[src/rtl/seq_addsub_if.sv]
// rtl/seq_addsub_if.sv - request/result bundle for the multi-cycle adder/subtractor
interface seq_addsub_if #(
  parameter int WIDTH = 32
);
  logic             start;
  logic             sub;
  logic [WIDTH-1:0] a;
  logic [WIDTH-1:0] b;
  logic             carry_in;
  logic             busy;
  logic             done;
  logic [WIDTH-1:0] sum;
  logic             carry_out;
  logic             overflow;

  modport master (
    output start, sub, a, b, carry_in,
    input  busy, done, sum, carry_out, overflow
  );

  modport slave (
    input  start, sub, a, b, carry_in,
    output busy, done, sum, carry_out, overflow
  );
endinterface

[src/rtl/seq_addsub.sv]
// rtl/seq_addsub.sv - chunk-serial adder/subtractor with registered carry and committed results
module seq_addsub #(
  parameter int WIDTH = 32,
  parameter int CHUNK = 8
) (
  input  logic        clk,
  input  logic        rst_n,
  seq_addsub_if.slave bus
);

  localparam int NCH  = WIDTH / CHUNK;
  localparam int IDXW = (NCH > 1) ? $clog2(NCH) : 1;

  typedef enum logic {
    IDLE,
    RUN
  } state_t;

  state_t            state_q, state_d;
  logic [IDXW-1:0]   idx_q, idx_d;
  logic [WIDTH-1:0]  a_q, a_d;
  logic [WIDTH-1:0]  b_q, b_d;       // already inverted in subtract mode
  logic              c_q, c_d;       // carry between chunks
  logic [WIDTH-1:0]  acc_q, acc_d;   // partial result, never visible on the outputs
  logic [WIDTH-1:0]  sum_q, sum_d;
  logic              cout_q, cout_d;
  logic              ovf_q, ovf_d;
  logic              busy_q, busy_d;
  logic              done_q, done_d;

  int                base;
  logic [CHUNK-1:0]  chunk_a;
  logic [CHUNK-1:0]  chunk_b;
  logic [CHUNK:0]    chunk_res;
  logic [WIDTH-1:0]  acc_new;
  logic              last;

  // One chunk of the ripple: select the current slice, add it with the stored carry, splice it back.
  always_comb begin
    base      = int'(idx_q) * CHUNK;
    chunk_a   = a_q[base +: CHUNK];
    chunk_b   = b_q[base +: CHUNK];
    chunk_res = {1'b0, chunk_a} + {1'b0, chunk_b} + {{CHUNK{1'b0}}, c_q};
    acc_new   = acc_q;
    acc_new[base +: CHUNK] = chunk_res[CHUNK-1:0];
    last      = (idx_q == IDXW'(NCH - 1));
  end

  // Next-state and datapath control; outputs only move on the final chunk.
  always_comb begin
    state_d = state_q;
    idx_d   = idx_q;
    a_d     = a_q;
    b_d     = b_q;
    c_d     = c_q;
    acc_d   = acc_q;
    sum_d   = sum_q;
    cout_d  = cout_q;
    ovf_d   = ovf_q;
    busy_d  = busy_q;
    done_d  = 1'b0;

    case (state_q)
      IDLE: begin
        if (bus.start) begin
          a_d     = bus.a;
          b_d     = bus.sub ? ~bus.b : bus.b;
          c_d     = bus.sub ? 1'b1 : bus.carry_in;
          acc_d   = '0;
          idx_d   = '0;
          busy_d  = 1'b1;
          state_d = RUN;
        end
      end
      RUN: begin
        acc_d = acc_new;
        c_d   = chunk_res[CHUNK];
        idx_d = idx_q + 1'b1;
        if (last) begin
          sum_d   = acc_new;
          cout_d  = chunk_res[CHUNK];
          // Same-sign operands producing an opposite-sign result is signed overflow.
          ovf_d   = (a_q[WIDTH-1] == b_q[WIDTH-1]) && (acc_new[WIDTH-1] != a_q[WIDTH-1]);
          busy_d  = 1'b0;
          done_d  = 1'b1;
          state_d = IDLE;
        end
      end
      default: begin
        state_d = IDLE;
        busy_d  = 1'b0;
      end
    endcase
  end

  // State and result registers; reset abandons any operation in flight.
  always_ff @(posedge clk or negedge rst_n) begin
    if (!rst_n) begin
      state_q <= IDLE;
      idx_q   <= '0;
      a_q     <= '0;
      b_q     <= '0;
      c_q     <= 1'b0;
      acc_q   <= '0;
      sum_q   <= '0;
      cout_q  <= 1'b0;
      ovf_q   <= 1'b0;
      busy_q  <= 1'b0;
      done_q  <= 1'b0;
    end else begin
      state_q <= state_d;
      idx_q   <= idx_d;
      a_q     <= a_d;
      b_q     <= b_d;
      c_q     <= c_d;
      acc_q   <= acc_d;
      sum_q   <= sum_d;
      cout_q  <= cout_d;
      ovf_q   <= ovf_d;
      busy_q  <= busy_d;
      done_q  <= done_d;
    end
  end

  assign bus.busy      = busy_q;
  assign bus.done      = done_q;
  assign bus.sum       = sum_q;
  assign bus.carry_out = cout_q;
  assign bus.overflow  = ovf_q;

endmodule

[src/flat_wrapper.sv]
// flat-port wrapper written by rule: the top's interface ports become plain ports
module seq_addsub_flat 
#(
  parameter int WIDTH = 32,
  parameter int CHUNK = 8
)
  (clk, rst_n, bus_start, bus_sub, bus_a, bus_b, bus_carry_in, bus_busy, bus_done, bus_sum, bus_carry_out, bus_overflow);
  seq_addsub_if #(.WIDTH(WIDTH)) bus_i ();
  input  logic clk;
  input  logic rst_n;
  input wire logic [$bits(bus_i.start)-1:0] bus_start;
  input wire logic [$bits(bus_i.sub)-1:0] bus_sub;
  input wire logic [$bits(bus_i.a)-1:0] bus_a;
  input wire logic [$bits(bus_i.b)-1:0] bus_b;
  input wire logic [$bits(bus_i.carry_in)-1:0] bus_carry_in;
  output wire logic [$bits(bus_i.busy)-1:0] bus_busy;
  output wire logic [$bits(bus_i.done)-1:0] bus_done;
  output wire logic [$bits(bus_i.sum)-1:0] bus_sum;
  output wire logic [$bits(bus_i.carry_out)-1:0] bus_carry_out;
  output wire logic [$bits(bus_i.overflow)-1:0] bus_overflow;
  assign bus_i.start = bus_start;
  assign bus_i.sub = bus_sub;
  assign bus_i.a = bus_a;
  assign bus_i.b = bus_b;
  assign bus_i.carry_in = bus_carry_in;
  assign bus_busy = bus_i.busy;
  assign bus_done = bus_i.done;
  assign bus_sum = bus_i.sum;
  assign bus_carry_out = bus_i.carry_out;
  assign bus_overflow = bus_i.overflow;
  seq_addsub #(.WIDTH(WIDTH), .CHUNK(CHUNK)) u_core (.clk(clk), .rst_n(rst_n), .bus(bus_i));
endmodule
[config.mk]
export PLATFORM = sky130hd
export DESIGN_NAME = seq_addsub_flat
export DESIGN_NICKNAME = d
export VERILOG_FILES = /design/src/rtl/seq_addsub_if.sv /design/src/rtl/seq_addsub.sv /design/src/flat_wrapper.sv
export SDC_FILE = /design/constraint.sdc
export NUM_CORES = 1
export LEC_CHECK = 0
export CORE_UTILIZATION = 54
export CTS_CLUSTER_SIZE = 16
export DETAILED_ROUTE_END_ITERATION = 16
export PLACE_DENSITY = 0.87
export SLEW_MARGIN = 20
export SYNTH_ARGS = -nofsm -noshare
export SYNTH_HDL_FRONTEND = slang
export SYNTH_SLANG_ARGS = --single-unit
[constraint.sdc]
create_clock -name clk -period 3.85 [get_ports clk]
set_input_delay 0.5775 -clock clk [delete_from_list [all_inputs] [get_ports clk]]
set_output_delay 0.5775 -clock clk [all_outputs]
set_load 0.1 [all_outputs]
==> Word level (Yosys, flattened, before mapping) <==
Cells that the tools add are included.
{ "op_classes": {"addsub": 4, "multipliers": 0, "div": 0, "order_cmp": 0, "eq_ne": 5, "shift": 4, "n_mux": 17, "n_bitwise": 2, "reduce_logical": 4} }
{ "ops": {"columns": ["cell", "count"], "rows": [
  ["2-to-1 mux 32 bit", 2],
  ["case mux 32 bit (2 select lines)", 1],
  ["indexed part select 32 x 6 -> 8 bit", 2],
  ["negator 5 -> 33 bit", 1],
  ["variable shift 8 x 33 -> 32 bit (first input constant)", 1],
  ["indexed part select 8 x 33 -> 32 bit", 1],
  ["bitwise mux 32 bit", 1],
  ["NOT 32 bit", 1],
  ["adder 8 x 8 -> 9 bit", 1],
  ["adder 9 x 1 -> 9 bit", 1],
  ["2-to-1 mux 1 bit", 8],
  ["case mux 1 bit (2 select lines)", 3],
  ["AND reduction 2 bit", 3],
  ["inequality test 2 bit (second input constant)", 2],
  ["case mux 2 bit (2 select lines)", 1],
  ["adder 2 x 1 -> 2 bit (second input constant)", 1],
  ["equality test 2 bit (second input constant)", 1],
  ["2-to-1 mux 2 bit", 1],
  ["equality test 1 bit", 1],
  ["logical AND 1 bit", 1],
  ["inequality test 1 bit", 1],
  ["NOT 1 bit", 1]
]} }
{ "totals": {"register_bits": 136, "latchBits": 0, "ramBits": 0, "rom_bits": 0, "word_cells": 47, "mem_count": 0} }

==> Longest topological paths before layout <==
{ "logic_depth": {"word_depth": 7, "mapped_depth": 9, "mapped_depth_nobuf": 8} }

==> Worst setup path before layout <==
No wires, ideal clock.
{ "synth_timing": {"path_kind": "register to register", "start": "register u_core.idx_q[0]", "end": "register u_core.acc_q[14]", "setup_ps": 139, "arrival_ps": 2986, "required_time_ps": 3711, "slack_ps": 725, "stages_incl_launch_ff": 10, "n_path_buf": 1, "period_less_slack_ps": 3125, "path_cell_list": "dfrtp_1 > buf_4 > mux4_2 > fa_1 > fa_1 > a21oi_1 > o211ai_1 > a21oi_1 > xor2_1 > o21ai_0"} }
{ "synth_between": {"elab_chain_cells": 6, "word_cells_on_any_way": 9} }
{ "synth_lines": {"columns": ["element", "line_no", "rtl"], "rows": [
  ["start, declared", "seq_addsub.sv:20", "logic [IDXW-1:0] idx_q, idx_d;"],
  ["start signal, assigned", "seq_addsub.sv:112", "idx_q <= idx_d;"],
  ["indexed part select 32 x 6 -> 8 bit (on tied branches)", "seq_addsub.sv:41, seq_addsub.sv:42", null],
  ["adder 8 x 8 -> 9 bit", "seq_addsub.sv:43", "chunk_res = {1'b0, chunk_a} + {1'b0, chunk_b} + {{CHUNK{1'b0}}, c_q};"],
  ["adder 9 x 1 -> 9 bit", "seq_addsub.sv:43", null],
  ["indexed part select 8 x 33 -> 32 bit", "seq_addsub.sv:45", "acc_new[base +: CHUNK] = chunk_res[CHUNK-1:0];"],
  ["bitwise mux 32 bit *", "seq_addsub.sv:45", null],
  ["case mux 32 bit (2 select lines) *", "seq_addsub.sv:63", "case (state_q)"],
  ["end signal, assigned", "seq_addsub.sv:104", "acc_q <= '0;"],
  ["end signal, assigned", "seq_addsub.sv:116", "acc_q <= acc_d;"],
  ["end, declared", "seq_addsub.sv:24", "logic [WIDTH-1:0] acc_q, acc_d;"]
]} }
Mark *: on every way between the ends. The rest lies on a longest branch, timed or not.
A chain may end at the register's enable or synchronous reset.

==> Final worst setup path <==
{ "layout_timing": {"start": "register u_core.idx_q[1]", "end": "register u_core.sum_q[6] (netlist: u_core.bus.sum[6])"} }
{ "layout_between": {"elab_chain_cells": 5, "word_cells_on_any_way": 10} }
{ "layout_lines": {"columns": ["element", "line_no", "rtl"], "rows": [
  ["indexed part select 32 x 6 -> 8 bit (on tied branches)", "seq_addsub.sv:41, seq_addsub.sv:42", null],
  ["adder 8 x 8 -> 9 bit", "seq_addsub.sv:43", null],
  ["adder 9 x 1 -> 9 bit", "seq_addsub.sv:43", null],
  ["indexed part select 8 x 33 -> 32 bit", "seq_addsub.sv:45", null],
  ["bitwise mux 32 bit", "seq_addsub.sv:45", null],
  ["end signal, assigned", "seq_addsub.sv:117", "sum_q <= sum_d;"],
  ["end, declared", "seq_addsub.sv:25", "logic [WIDTH-1:0] sum_q, sum_d;"]
]} }
Several ways; a longest one is shown, not always the timed one.

==> results_dict.tcl <==
set metrics [dict create \
    synth_edf_count 0 \
    clk_latency_ns 0.41 \
    whs_ns 0.264 \
    critPathMaxFanout 14 \
    cts_root_buffer "clkbuf_16" \
    hold_violations 0 \
    die_y_um 111 \
    path_buf_inv 0 \
    nets 798 \
    worst-path-stages 8 \
    ys.flop_type "dfrtp_1" \
    detail_route.iter0.violations 444 \
    met2_usage_pct 48.2 \
    rows 39 \
    wirelength_um 16000 \
    track_usage_pct 27.9 \
    core_area_um2 11500 \
    cts.htree.levels 4 \
    postCtsHoldBufs 0 \
    hp-class "input pin to async pin" \
    grt-ovfl-total 0 \
    dp_hpwl_um 10500 \
    cts.sinks 136 \
    async_reset_ff_share_pct 100 \
    drc 0 \
    port_buffers 104 \
    ys_ff_latch 136 \
    num_io_pins 105 \
    grt_pass1_wl_um 26800 \
    grt_max_degree 72 \
    cts_tree "yes" \
    setup_viol 0 \
    max_cap_viol_count 0 \
    grt_pass1_vias 5524 \
    dieArea_um2 12200 \
    cts_resized 0 \
    ant_nets 0 \
    crit_chain "mux4_2, fa_1, fa_1, a21oi_1, o211ai_1, a21oi_1, xor2_1, o21ai_0" \
    slowest_delay_ns 0.75 \
    antennaDiodeCount 0 \
    path_class "register to register" \
    yosys_warnings 0 \
    status "complete, no violations" \
    drv_slew 0 \
    drive_gt1_share_pct 9.78 \
    critPathLaunchType "register" \
    fin_area_um2 8170 \
    numCtsBuffers 17 \
    r2r_end "u_core.bus.sum[6]$_DFFE_PN0P_" \
    met3_usage_pct 6.48 \
    vias_per_cell 5.94 \
    rsz0062_at_grt "false" \
    area_delta_synth_final_pct 28.4 \
    via_count 5166 \
    wl_per_cell_um 18.5 \
    firstDrtPassIters 8 \
    initial_utilization_pct 55.5 \
    dp_slack_ns 0.402 \
    antenna_found_initial 0 \
    synth_cells 617 \
    post_cts_buffers 0 \
    rr_startpoint "u_core.idx_q[1]$_DFFE_PN0P_" \
    r2r_cells 8 \
    cp.arrival_ns 3.74 \
    placed_area_um2 7520 \
    netlist_area_um2 6360 \
    grt.busiest_layer "met2" \
    synth_nets 701 \
    critPathSlowestCell "dfrtp_1" \
    gp_congestion 0.838 \
    grt_util_met1_pct 33.4 \
    maxSlewHeadroom_pct 34.4 \
    crit_end "u_core.bus.sum[6]$_DFFE_PN0P_" \
    skew_ns 0.00889 \
    worst_pin_slew_ns 0.985 \
    cts_buffer_depth 2 \
    fin_ws_ns 0.371 \
    path_clk_slew_ns 0.05 \
    critPathTopFamily "adder cells" \
    seq_area_frac_synth_pct 53.5 \
    die_w_um 111 \
    required_ns 4.11 \
    end_kind "register" \
    finalCriticalPeriod_ns 3.48 \
    fmax_mhz 287 \
    rrSetupSlack_ns 0.37 \
    post-route-period-util_pct 90.4 \
    yosysUniqueCellTypes 41 \
    startpoint "u_core.idx_q[1]$_DFFE_PN0P_" \
    finalSetupTns_ns 0 \
    avgSynthCellArea_um2 10.3 \
]
-- cells in the final DEF (no fill, tap or decap), types with 2 or more instances in the layout --
cell,count
a21oi_1,19
nor3_1,2
a32oi_1,3
dfrtp_1,136
ha_1,13
o21ai_0,52
fa_1,2
a22o_1,20
nor3_2,2
and3_1,6
inv_1,5
clkdlybuf4s50_1,102
clkinv_2,2
bufinv_16,5
mux4_2,16
a221oi_1,24
a21o_1,3
clkinv_1,2
and2_1,3
nand2_1,157
nor2_1,60
o211ai_1,2
xnor2_1,34
buf_4,9
clkbuf_16,17
clkbuf_8,2
mux2i_1,2
inv_6,2
xor2_1,2
-- layout make-up --
cell class                      instances  area, um^2
Clock buffer                           20         457
Clock inverter                         11         194
Fill cell                             776        3300
Inverter                                8        30.0
Multi-Input combinational cell        438        2790
Sequential cell                       136        3400
Tap cell                              143         179
Timing Repair Buffer                  113        1110
-- through the flow --
stage                     util [%]  instances
final                         71.2        869
after global routing          71.2        869
after CTS                     71.2        869
after detailed placement      65.6        838
after global placement        65.6        838
after floorplan                  -        617
-- worst min path at each step --
stage                                     startpoint                           to  slack, ns  cells after the start
final                                          rst_n  u_core.bus.busy$_DFFE_PN0P_       0.26                      1
after global routing                           rst_n  u_core.bus.busy$_DFFE_PN0P_       0.34                      1
after CTS                                      rst_n  u_core.bus.busy$_DFFE_PN0P_       0.29                      1
after detailed placement   u_core.a_q[5]$_DFFE_PN0P_    u_core.a_q[5]$_DFFE_PN0P_       0.46                      2
after global placement    u_core.a_q[25]$_DFFE_PN0P_   u_core.a_q[25]$_DFFE_PN0P_       0.45                      2
after floorplan                                rst_n    u_core.a_q[0]$_DFFE_PN0P_       0.28                      0
-- worst reg2reg max path, stage by stage (launching register included) --
cell and delay (ns):
dfrtp_1 0.75, mux4_2 0.44, fa_1 0.46, fa_1 0.45, a21oi_1 0.30, o211ai_1 0.14, a21oi_1 0.18, xor2_1 0.43
o21ai_0 0.18
-- per-layer routing --
metal / wire (um) / vias up
met2: 8230 / 275
met3: 1150 / 45
met1: 6210 / 2526
met4: 446 / 0
li1: - / 2320
met5: 0 / -
-- flip-flops by register name (all words and copies together), names as in the netlist --
register	count
u_core.a_q	32
u_core.bus.busy	1
u_core.c_q	1
u_core.idx_q	2
u_core.acc_q	32
u_core.bus.carry_out	1
u_core.bus.sum	32
u_core.bus.overflow	1
u_core.state_q	1
u_core.bus.done	1
u_core.b_q	32
-- Yosys cell counts, types with 2 or more instances --
cell type | number | area [um^2]
nand2_1 | 157 | 589
dfrtp_1 | 136 | 3400
nor2_1 | 60 | 225
o21ai_0 | 52 | 260
xnor2_1 | 34 | 298
clkbuf_1 | 26 | 97.6
a221oi_1 | 24 | 210
a22o_1 | 20 | 175
a21oi_1 | 19 | 95.1
mux4_2 | 16 | 360
ha_1 | 13 | 163
and3_1 | 6 | 37.5
inv_1 | 6 | 22.5
buf_1 | 4 | 15.0
buf_2 | 4 | 20.0
a21o_1 | 3 | 22.5
a32oi_1 | 3 | 26.3
and2_1 | 3 | 18.8
clkinv_1 | 2 | 7.51
fa_1 | 2 | 40.0
mux2i_1 | 2 | 20.0
nand2b_1 | 2 | 12.5
nor3_1 | 2 | 10.0
nor3_2 | 2 | 20.0
o211ai_1 | 2 | 15.0
xor2_1 | 2 | 17.5
-- logic make-up (layout without fill, tap and decap cells) --
kind of cell             after synthesis  count (layout)  share of synthesized area [%]
adder cells (fa/ha/maj)               15              15                           3.19
AO/OA/AOI/OAI                        128             128                           13.7
buffers and inverters                 43             152                           2.68
multiplexers                          20              20                           6.37
XOR/XNOR                              37              37                           5.21
flip-flops                           136             136                           53.5
AND/OR/NAND/NOR                      238             238                           15.4
Power is left out: the tool's default activity adds up to more than one toggle a clock period on the data nets, which glitch-free logic cannot reach.
